===== config.mk =====
export PLATFORM = sky130hd
export DESIGN_NAME = mc_datapath_hs_flat
export DESIGN_NICKNAME = d
export VERILOG_FILES = /design/src/rtl/mc_datapath_hs_if.sv /design/src/rtl/mc_datapath_hs.sv /design/src/flat_wrapper.sv
export SDC_FILE = /design/constraint.sdc
export NUM_CORES = 1
export LEC_CHECK = 0
export BUFFER_PORTS_ARGS = -buffer_cell sky130_fd_sc_hd__buf_2
export CAP_MARGIN = 20
export CORE_MARGIN = 1.5
export CORE_UTILIZATION = 30
export CTS_CLUSTER_DIAMETER = 60
export DETAILED_ROUTE_END_ITERATION = 8
export HOLD_SLACK_MARGIN = 0.02
export PLACE_DENSITY_LB_ADDON = 0.25
export SYNTH_ARGS = -nofsm -noshare
export SYNTH_HDL_FRONTEND = slang
export SYNTH_SLANG_ARGS = --single-unit

===== constraint.sdc =====
create_clock -name clk -period 13.6 [get_ports clk]
set_input_delay 2.72 -clock clk [delete_from_list [all_inputs] [get_ports clk]]
set_output_delay 2.72 -clock clk [all_outputs]
set_load 0.05 [all_outputs]

===== src/rtl/mc_datapath_hs_if.sv =====
// Handshaked external memory port between mc_datapath_hs (master) and the
// system memory/bus (slave).
interface mc_datapath_hs_if #(
  parameter int DATA_W = 16,
  parameter int ADDR_W = 12
);
  logic              mem_req;
  logic              mem_we;
  logic [ADDR_W-1:0] mem_addr;
  logic [DATA_W-1:0] mem_wdata;
  logic [DATA_W-1:0] mem_rdata;
  logic              mem_ack;
  logic              mem_err;

  modport master (
    output mem_req, mem_we, mem_addr, mem_wdata, mem_err,
    input  mem_rdata, mem_ack
  );

  modport slave (
    input  mem_req, mem_we, mem_addr, mem_wdata, mem_err,
    output mem_rdata, mem_ack
  );
endinterface


===== src/rtl/mc_datapath_hs.sv =====
// Multicycle accumulator datapath with a handshaked memory port and Stall.
// Optional access timeout/abort is built when DP_MEM_TIMEOUT_EN is defined.
//
// state  | meaning
// S_IDLE | no access open; MemRead|MemWrite launches a request
// S_WAIT | request outstanding; leaves on mem_ack (or timeout abort)
module mc_datapath_hs #(
  parameter int                DATA_W   = 16,
  parameter int                ADDR_W   = 12,
  parameter int                REG_AW   = 3,
  parameter int                BR_W     = 9,
  parameter logic [ADDR_W-1:0] RESET_PC = '0,
  parameter int                TIMEOUT  = 255
) (
  input  logic              clk,
  input  logic              reset,
  input  logic              AdrSrc, MemRead, MemWrite, IRWrite, MDRWrite,
  input  logic              RegWrite, A3Src, PCWrite, OldPCWrite, ResultSrc,
  input  logic [1:0]        ALUSrcA, ALUSrcB, ImmSrc, PCSrc,
  input  logic [2:0]        ALUControl,
  output logic [3:0]        Op,
  output logic [BR_W-1:0]   Func,
  output logic              Zero,
  output logic              Stall,
  mc_datapath_hs_if.master  mem
);
  localparam int NREG = 2**REG_AW;

  if (DATA_W < ADDR_W + 4) $error("DATA_W must be >= ADDR_W+4");
  if (BR_W >= ADDR_W)      $error("BR_W must be < ADDR_W");
  if (TIMEOUT < 1)         $error("TIMEOUT must be >= 1");

  typedef enum logic {S_IDLE, S_WAIT} st_t;
  st_t state, state_nx;

  logic [ADDR_W-1:0] pc, oldpc, pc_next, adr;
  logic [DATA_W-1:0] ir, mdr, a_q, b_q, aluout;
  logic [DATA_W-1:0] rf [NREG];
  logic [DATA_W-1:0] rd2, wd, imm_ext, src_a, src_b, alu_result;
  logic [REG_AW-1:0] rs2, wa;
  logic              mem_access, req_start, ack_done, tmo, tmo_hit;

  assign mem_access = MemRead | MemWrite;
  assign Op         = ir[DATA_W-1 -: 4];
  assign Func       = ir[BR_W-1:0];
  assign adr        = AdrSrc ? ir[ADDR_W-1:0] : pc;
  assign rs2        = ir[DATA_W-5 -: REG_AW];
  assign wa         = A3Src ? rs2 : '0;
  assign rd2        = rf[rs2];
  assign wd         = ResultSrc ? mdr : aluout;

  always_ff @(posedge clk or posedge reset)
    if (reset) state <= S_IDLE;
    else       state <= state_nx;

  always_comb begin
    state_nx  = state;
    Stall     = 1'b0;
    req_start = 1'b0;
    ack_done  = 1'b0;
    tmo       = 1'b0;
    case (state)
      S_IDLE: if (mem_access) begin
        state_nx  = S_WAIT;
        Stall     = 1'b1;
        req_start = 1'b1;
      end
      S_WAIT: if (mem.mem_ack) begin
        state_nx = S_IDLE;
        ack_done = 1'b1;
      end else if (tmo_hit) begin
        state_nx = S_IDLE;
        tmo      = 1'b1;
      end else begin
        Stall = 1'b1;
      end
      default: state_nx = S_IDLE;
    endcase
    if (reset) Stall = 1'b0;
  end

  // Both strobes high is a write: mem_we follows MemWrite alone.
  always_ff @(posedge clk or posedge reset)
    if (reset) begin
      mem.mem_req   <= 1'b0;
      mem.mem_we    <= 1'b0;
      mem.mem_addr  <= '0;
      mem.mem_wdata <= '0;
    end else if (req_start) begin
      mem.mem_req   <= 1'b1;
      mem.mem_we    <= MemWrite;
      mem.mem_addr  <= adr;
      mem.mem_wdata <= a_q;
    end else if (ack_done | tmo) begin
      mem.mem_req   <= 1'b0;
    end

`ifdef DP_MEM_TIMEOUT_EN
  localparam int CNT_W = (TIMEOUT > 1) ? $clog2(TIMEOUT + 1) : 1;
  logic [CNT_W-1:0] wait_cnt;
  logic             err_q;

  // Abort lands on the TIMEOUT-th WAIT cycle, i.e. when the count reads TIMEOUT-1.
  assign tmo_hit     = (wait_cnt == CNT_W'(TIMEOUT - 1));
  assign mem.mem_err = err_q;

  always_ff @(posedge clk or posedge reset)
    if (reset) begin
      wait_cnt <= '0;
      err_q    <= 1'b0;
    end else begin
      if (req_start)             wait_cnt <= '0;
      else if (state == S_WAIT)  wait_cnt <= wait_cnt + 1'b1;
      if (tmo)                   err_q    <= 1'b1;
    end
`else
  assign tmo_hit     = 1'b0;
  assign mem.mem_err = 1'b0;
`endif

  always_comb begin
    imm_ext = '0;
    case (ImmSrc)
      2'd0: imm_ext = {{(DATA_W-BR_W){ir[BR_W-1]}}, ir[BR_W-1:0]};
      2'd1: imm_ext = {{(DATA_W-BR_W){1'b0}}, ir[BR_W-1:0]};
      2'd2: imm_ext = {{(DATA_W-ADDR_W){1'b0}}, ir[ADDR_W-1:0]};
      default: imm_ext = '0;
    endcase
  end

  always_comb begin
    src_a = '0;
    case (ALUSrcA)
      2'd0: src_a = {{(DATA_W-ADDR_W){1'b0}}, pc};
      2'd1: src_a = {{(DATA_W-ADDR_W){1'b0}}, oldpc};
      2'd2: src_a = a_q;
      default: src_a = '0;
    endcase
    src_b = '0;
    case (ALUSrcB)
      2'd0: src_b = b_q;
      2'd1: src_b = {{(DATA_W-1){1'b0}}, 1'b1};
      2'd2: src_b = imm_ext;
      default: src_b = '0;
    endcase
  end

  always_comb begin
    alu_result = '0;
    case (ALUControl)
      3'b000: alu_result = src_a + src_b;
      3'b001: alu_result = src_a - src_b;
      3'b010: alu_result = src_a & src_b;
      3'b011: alu_result = src_a | src_b;
      3'b100: alu_result = src_a ^ src_b;
      3'b101: alu_result = src_b;
      default: alu_result = '0;
    endcase
  end

  assign Zero = (alu_result == '0);

  always_comb begin
    pc_next = pc;
    case (PCSrc)
      2'd0: pc_next = alu_result[ADDR_W-1:0];
      2'd1: pc_next = ir[ADDR_W-1:0];
      2'd2: pc_next = {oldpc[ADDR_W-1:BR_W], ir[BR_W-1:0]};
      default: pc_next = pc;
    endcase
  end

  always_ff @(posedge clk or posedge reset)
    if (reset) begin
      for (int i = 0; i < NREG; i++) rf[i] <= '0;
    end else if (RegWrite & ~Stall) begin
      rf[wa] <= wd;
    end

  // IR/MDR only ever load from memory, so they commit solely on the ack edge.
  always_ff @(posedge clk or posedge reset)
    if (reset) begin
      pc     <= RESET_PC;
      oldpc  <= '0;
      ir     <= '0;
      mdr    <= '0;
      a_q    <= '0;
      b_q    <= '0;
      aluout <= '0;
    end else begin
      if (PCWrite & ~Stall)    pc    <= pc_next;
      if (OldPCWrite & ~Stall) oldpc <= pc;
      if (IRWrite & ack_done)  ir    <= mem.mem_rdata;
      if (MDRWrite & ack_done) mdr   <= mem.mem_rdata;
      if (~Stall) begin
        a_q    <= rf[0];
        b_q    <= rd2;
        aluout <= alu_result;
      end
    end
endmodule

===== src/flat_wrapper.sv =====
// flat-port wrapper written by rule: the top's interface ports become plain ports
module mc_datapath_hs_flat 
#(
  parameter int                DATA_W   = 16,
  parameter int                ADDR_W   = 12,
  parameter int                REG_AW   = 3,
  parameter int                BR_W     = 9,
  parameter logic [ADDR_W-1:0] RESET_PC = '0,
  parameter int                TIMEOUT  = 255
)
  (clk, reset, AdrSrc, MemRead, MemWrite, IRWrite, MDRWrite, RegWrite, A3Src, PCWrite, OldPCWrite, ResultSrc, ALUSrcA, ALUSrcB, ImmSrc, PCSrc, ALUControl, Op, Func, Zero, Stall, mem_mem_req, mem_mem_we, mem_mem_addr, mem_mem_wdata, mem_mem_err, mem_mem_rdata, mem_mem_ack);
  mc_datapath_hs_if #(.DATA_W(DATA_W), .ADDR_W(ADDR_W)) mem_i ();
  input  logic clk;
  input  logic reset;
  input  logic AdrSrc;
  input  logic MemRead;
  input  logic MemWrite;
  input  logic IRWrite;
  input  logic MDRWrite;
  input  logic RegWrite;
  input  logic A3Src;
  input  logic PCWrite;
  input  logic OldPCWrite;
  input  logic ResultSrc;
  input  logic [1:0] ALUSrcA;
  input  logic [1:0] ALUSrcB;
  input  logic [1:0] ImmSrc;
  input  logic [1:0] PCSrc;
  input  logic [2:0] ALUControl;
  output logic [3:0] Op;
  output logic [BR_W-1:0] Func;
  output logic Zero;
  output logic Stall;
  output wire logic [$bits(mem_i.mem_req)-1:0] mem_mem_req;
  output wire logic [$bits(mem_i.mem_we)-1:0] mem_mem_we;
  output wire logic [$bits(mem_i.mem_addr)-1:0] mem_mem_addr;
  output wire logic [$bits(mem_i.mem_wdata)-1:0] mem_mem_wdata;
  output wire logic [$bits(mem_i.mem_err)-1:0] mem_mem_err;
  input wire logic [$bits(mem_i.mem_rdata)-1:0] mem_mem_rdata;
  input wire logic [$bits(mem_i.mem_ack)-1:0] mem_mem_ack;
  assign mem_mem_req = mem_i.mem_req;
  assign mem_mem_we = mem_i.mem_we;
  assign mem_mem_addr = mem_i.mem_addr;
  assign mem_mem_wdata = mem_i.mem_wdata;
  assign mem_mem_err = mem_i.mem_err;
  assign mem_i.mem_rdata = mem_mem_rdata;
  assign mem_i.mem_ack = mem_mem_ack;
  mc_datapath_hs #(.DATA_W(DATA_W), .ADDR_W(ADDR_W), .REG_AW(REG_AW), .BR_W(BR_W), .RESET_PC(RESET_PC), .TIMEOUT(TIMEOUT)) u_core (.clk(clk), .reset(reset), .AdrSrc(AdrSrc), .MemRead(MemRead), .MemWrite(MemWrite), .IRWrite(IRWrite), .MDRWrite(MDRWrite), .RegWrite(RegWrite), .A3Src(A3Src), .PCWrite(PCWrite), .OldPCWrite(OldPCWrite), .ResultSrc(ResultSrc), .ALUSrcA(ALUSrcA), .ALUSrcB(ALUSrcB), .ImmSrc(ImmSrc), .PCSrc(PCSrc), .ALUControl(ALUControl), .Op(Op), .Func(Func), .Zero(Zero), .Stall(Stall), .mem(mem_i));
endmodule

==> summary.md <==
| Metric | Value |
|---|---|
| Post-synth top area cell | `dfrtp_1` |
| Io pins | `86` |
| H-Tree Depth | `1` |
| Crit-path slowest cell | `buf_2` |
| First-pass GRT wire length | `between 60000 and 70000 µm` |
| Max Clock Freq | `between 90 and 100 MHz` |
| Synth Flop Type | `dfrtp_1` |
| Die footprint | `about 48000 µm²` |
| Via Count | `about 10k` |
| Worst skew pair latency | `between 0.5 and 0.6 ns` |
| Post-CTS Resized | `0` |
| Overall die width | `roughly 220 µm` |
| WS Path Type | `in2out` |
| CP Max Fanout | `44` |
| Drc violations | `0` |
| Clock sink count | `263` |
| CP top delay family | `simple AND/OR/NAND/NOR gates` |
| EDFF count, synth | `0` |
| GRT overflow | `0` |
| WP data arrival | `between 7 and 8 ns` |
| Post CTS Setup Buffer Count | `0` |
| YS warnings | `0` |
| Max cap viols | `0` |
| Max Clock Skew | `0.0278 ns` |
| Syn_nets | `between 1k and 1.5k` |
| Layout area overhead | `13.3%` |
| Core Region | `between 40000 and 50000 µm²` |
| Syn avg cell area | `roughly 10 µm²` |
| Total iterations of the first detailed-routing run | `5` |
| Nature of the critical path endpoint | `output pin` |
| Via density | `around 5.0` |
| Slew of the pin with the lowest slew margin | `approximately 1.1 ns` |
| Critical path's largest stage delay | `between 0.6 and 0.7 ns` |
| Register bit total from synthesis | `between 200 and 300` |
| Synth unique cells | `85` |
| Pwr Density | `~230 nW/µm²` |
| Worst reg2reg setup slack | `9.41 ns` |
| Longest Clk Path Bufs | `3` |
| Die H | `220 µm` |
| CTS Hold Buffers Added | `0` |
| Net count, final | `roughly 1.5k` |
| Hold Violations, Final | `0` |
| Reg-to-reg critical path endpoint | `u_core.pc[9]$_DFFE_PP0P_` |
| Share of cells above drive strength 1 | `19.6%` |
| Initial DRC count | `543` |
| Synth top area share | `a little under half` |
| Vias in the first global route | `10.3k` |
| Synth Instances | `between 1k and 1.5k` |
| Slew Limit Fails | `0` |
| WL/cell | `around 20 µm` |
| Reg clk slew, reported paths | `approximately 0.06 ns` |
| Hold Path Stages | `2` |
| Row count | `79` |
| Fin crit share | `between 70 and 80%` |
| R2r startpoint | `u_core.ir[0]$_DFFE_PP0P_` |
| Cell mode on critical path | `nor2_1` |
| Worst path buffer plus inverter count | `3` |
| Sequential fraction of the synthesis area | `46.8%` |
| Setup crit start kind | `input port` |
| Final setup fails | `0` |
| GRT Util Overall | `approximately 17%` |
| Port bufs | `between 80 and 90` |
| Hold endpoint | `u_core.mem.mem_addr[8]$_DFFE_PP0P_` |
| Placer Congestion | `between 0.9 and 1` |
| Fin crit period | `10.23 ns` |
| Drt total wl | `41100 µm` |
| Worst EP required | `between 10 and 15 ns` |
| HP Class | `reg2reg` |
| Initial core utilization | `30.3%` |
| Peak VDD IR | `about 0.00012 V` |
| HP Start | `u_core.mem.mem_addr[8]$_DFFE_PP0P_` |
| Status | `finished, final reports clean` |
| Number of buffers created by CTS | `30` |
| Largest net degree at the start of global routing | `84` |
| Total power | `3.73 mW` |
| Initial antenna violation count | `3` |
| Fraction of registers with async set or reset after synthesis | `between 90% and 100%` |
| Area contributors post-synth | `dfrtp_1 47%, mux2_2 5.3%, mux4_2 5.1%, nand2_1 4.8%, ha_1 4.5%` |
| Setup TNS | `0 ns` |
| Cell breakdown of the critical path | `buf_2 -> inv_1 -> nor2_1 -> nor2_1 -> a21oi_2 -> a21boi_0 -> xnor2_1 -> ha_1 -> a21oi_1 -> o32ai_1 -> nor2_1 -> o21ai_0 -> nand4b_1 -> o311ai_0 -> nor4_1 -> nor3b_2 -> buf_2` |
| Worst slew margin | `between 20% and 30%` |
| Antenna-violating nets left | `0` |
| Reg2reg path depth | `17` |
| DP HPWL | `~30000 µm` |
| CTS Root Cell | `clkbuf_16` |
| Lkg Pwr | `roughly 7.1 nW` |
| Syn Std Cell Area | `14100 µm²` |
| TritonCTS clock tree | `done` |
| RSZ-0062 raised after global routing | `no` |
-- power by group --
part | internal, mW | total [mW] | switching [mW]
clock | 0.451 | 0.783 | 0.332
sequential | 1.14 | 1.39 | 0.255
combinational | 0.599 | 1.55 | 0.952
total | 2.19 | 3.73 | 1.54
-- state kept, by name, summed over array words and instances, names as in the netlist --
| signal | flops |
|---|---|
| u_core.mem.mem_wdata | 16 |
| u_core.mdr | 16 |
| u_core.oldpc | 12 |
| u_core.pc | 12 |
| u_core.mem.mem_req | 1 |
| u_core.state | 1 |
| u_core.a_q | 16 |
| u_core.aluout | 16 |
| u_core.b_q | 16 |
| u_core.mem.mem_addr | 12 |
| u_core.ir | 16 |
| u_core.rf | 128 |
| u_core.mem.mem_we | 1 |
-- placed cells by master (no fill, tap or decap), types with 44 or more instances in the layout --
cell type,count
o21ai_0,121
mux2_2,66
ha_1,51
inv_1,44
nor2_1,149
dfrtp_1,261
nand2_1,181
buf_2,84
mux2i_1,61
a21oi_1,108
-- layer usage --
| layer | vias up | global-route usage, % | share of wire (%) |
|---|---|---|---|
| met3 | 35 | 2.55 | 4.3 |
| met2 | 192 | 29.5 | 49 |
| li1 | 4984 | - | - |
| met1 | 5135 | 23.0 | 45 |
| met5 | - | 0 | 0.044 |
| met4 | 4 | 4.02 | 1.8 |
-- how the worst max path moves through the flow --
stage	from	endpoint	slack [ns]	cells past startpoint
finish	ALUControl[0]	Zero	3.37	17
floorplan	reset	Stall	0.61	5
detailed placement	ALUControl[0]	Zero	3.46	17
global route	ALUControl[0]	Zero	2.79	17
global placement	ALUControl[0]	Zero	3.42	16
CTS	ALUControl[0]	Zero	3.41	17
-- stage by stage --
| stage | utilization [%] | hold WS (ns) | std cells | worst slack [ns] | area, µm² |
|---|---|---|---|---|---|
| finish | 34.3 | 0.476 | 2067 | 3.37 | 15900 |
| global route | 34.3 | 0.491 | 2067 | 2.79 | 15900 |
| CTS | 34.3 | 0.479 | 2066 | 3.41 | 15900 |
| detailed placement | 32.2 | 0.466 | 2015 | 3.46 | 15000 |
| global placement | 32.2 | 0.457 | 2014 | 3.42 | 15000 |
| floorplan | - | 0.442 | 1403 | 0.607 | 14100 |
-- logic make-up after synthesis --
group	synth area share, %
compound gates	13.9
xor+xnor	1.12
fa+ha+maj	4.68
buf+inv	4.78
flops	46.8
mux	14.9
other cells	0.0267
simple gates	13.9
-- cell type report --
class | instances | area [µm²]
antenna | 1 | 2.50
clock buffer | 38 | 831
clock inverter | 13 | 126
fill | 4775 | 30500
inverter | 48 | 188
multi-input combinational | 992 | 6850
sequential | 263 | 6580
tap | 607 | 759
timing repair buffer | 105 | 598
-- worst register-to-register path: stages (launching register included) --
cell      delay [ns]
dfrtp_1         0.49
nand3b_1        0.13
a21oi_2         0.33
inv_1           0.13
ha_1            0.23
o21ai_0         0.11
nor4_1          0.09
and2_1          0.22
a21oi_1         0.19
xnor2_1         0.15
ha_1            0.37
nor2_1          0.06
mux2_2          0.27
a222oi_1        0.21
o21ai_0         0.15
nor3_1          0.46
a21oi_1         0.15
mux2_2          0.29
-- synth_stat cells (3+ instances only) --
cell      number
a211oi_1       5
a21o_1         7
a21oi_1      108
a21oi_2        3
a221oi_1       5
a22oi_1        9
a31oi_1       13
and3_1         3
buf_1         13
buf_2         11
buf_4         14
clkbuf_1      57
dfrtp_1      263
ha_1          51
inv_1         45
inv_2          3
mux2_2        66
mux2i_1       61
mux4_2        32
nand2_1      181
nand2b_1      15
nand3_1       11
nand3b_1       4
nand4_1        4
nor2_1       149
nor2b_1       12
nor3_1        14
nor3b_1        8
nor4_1         3
o211ai_1       5
o21a_1        12
o21ai_0      121
o21ai_1        5
o221ai_1       4
o22ai_1        3
o311ai_0       3
or2_2          3
xnor2_1       17
(Power assumes the default switching activity.)
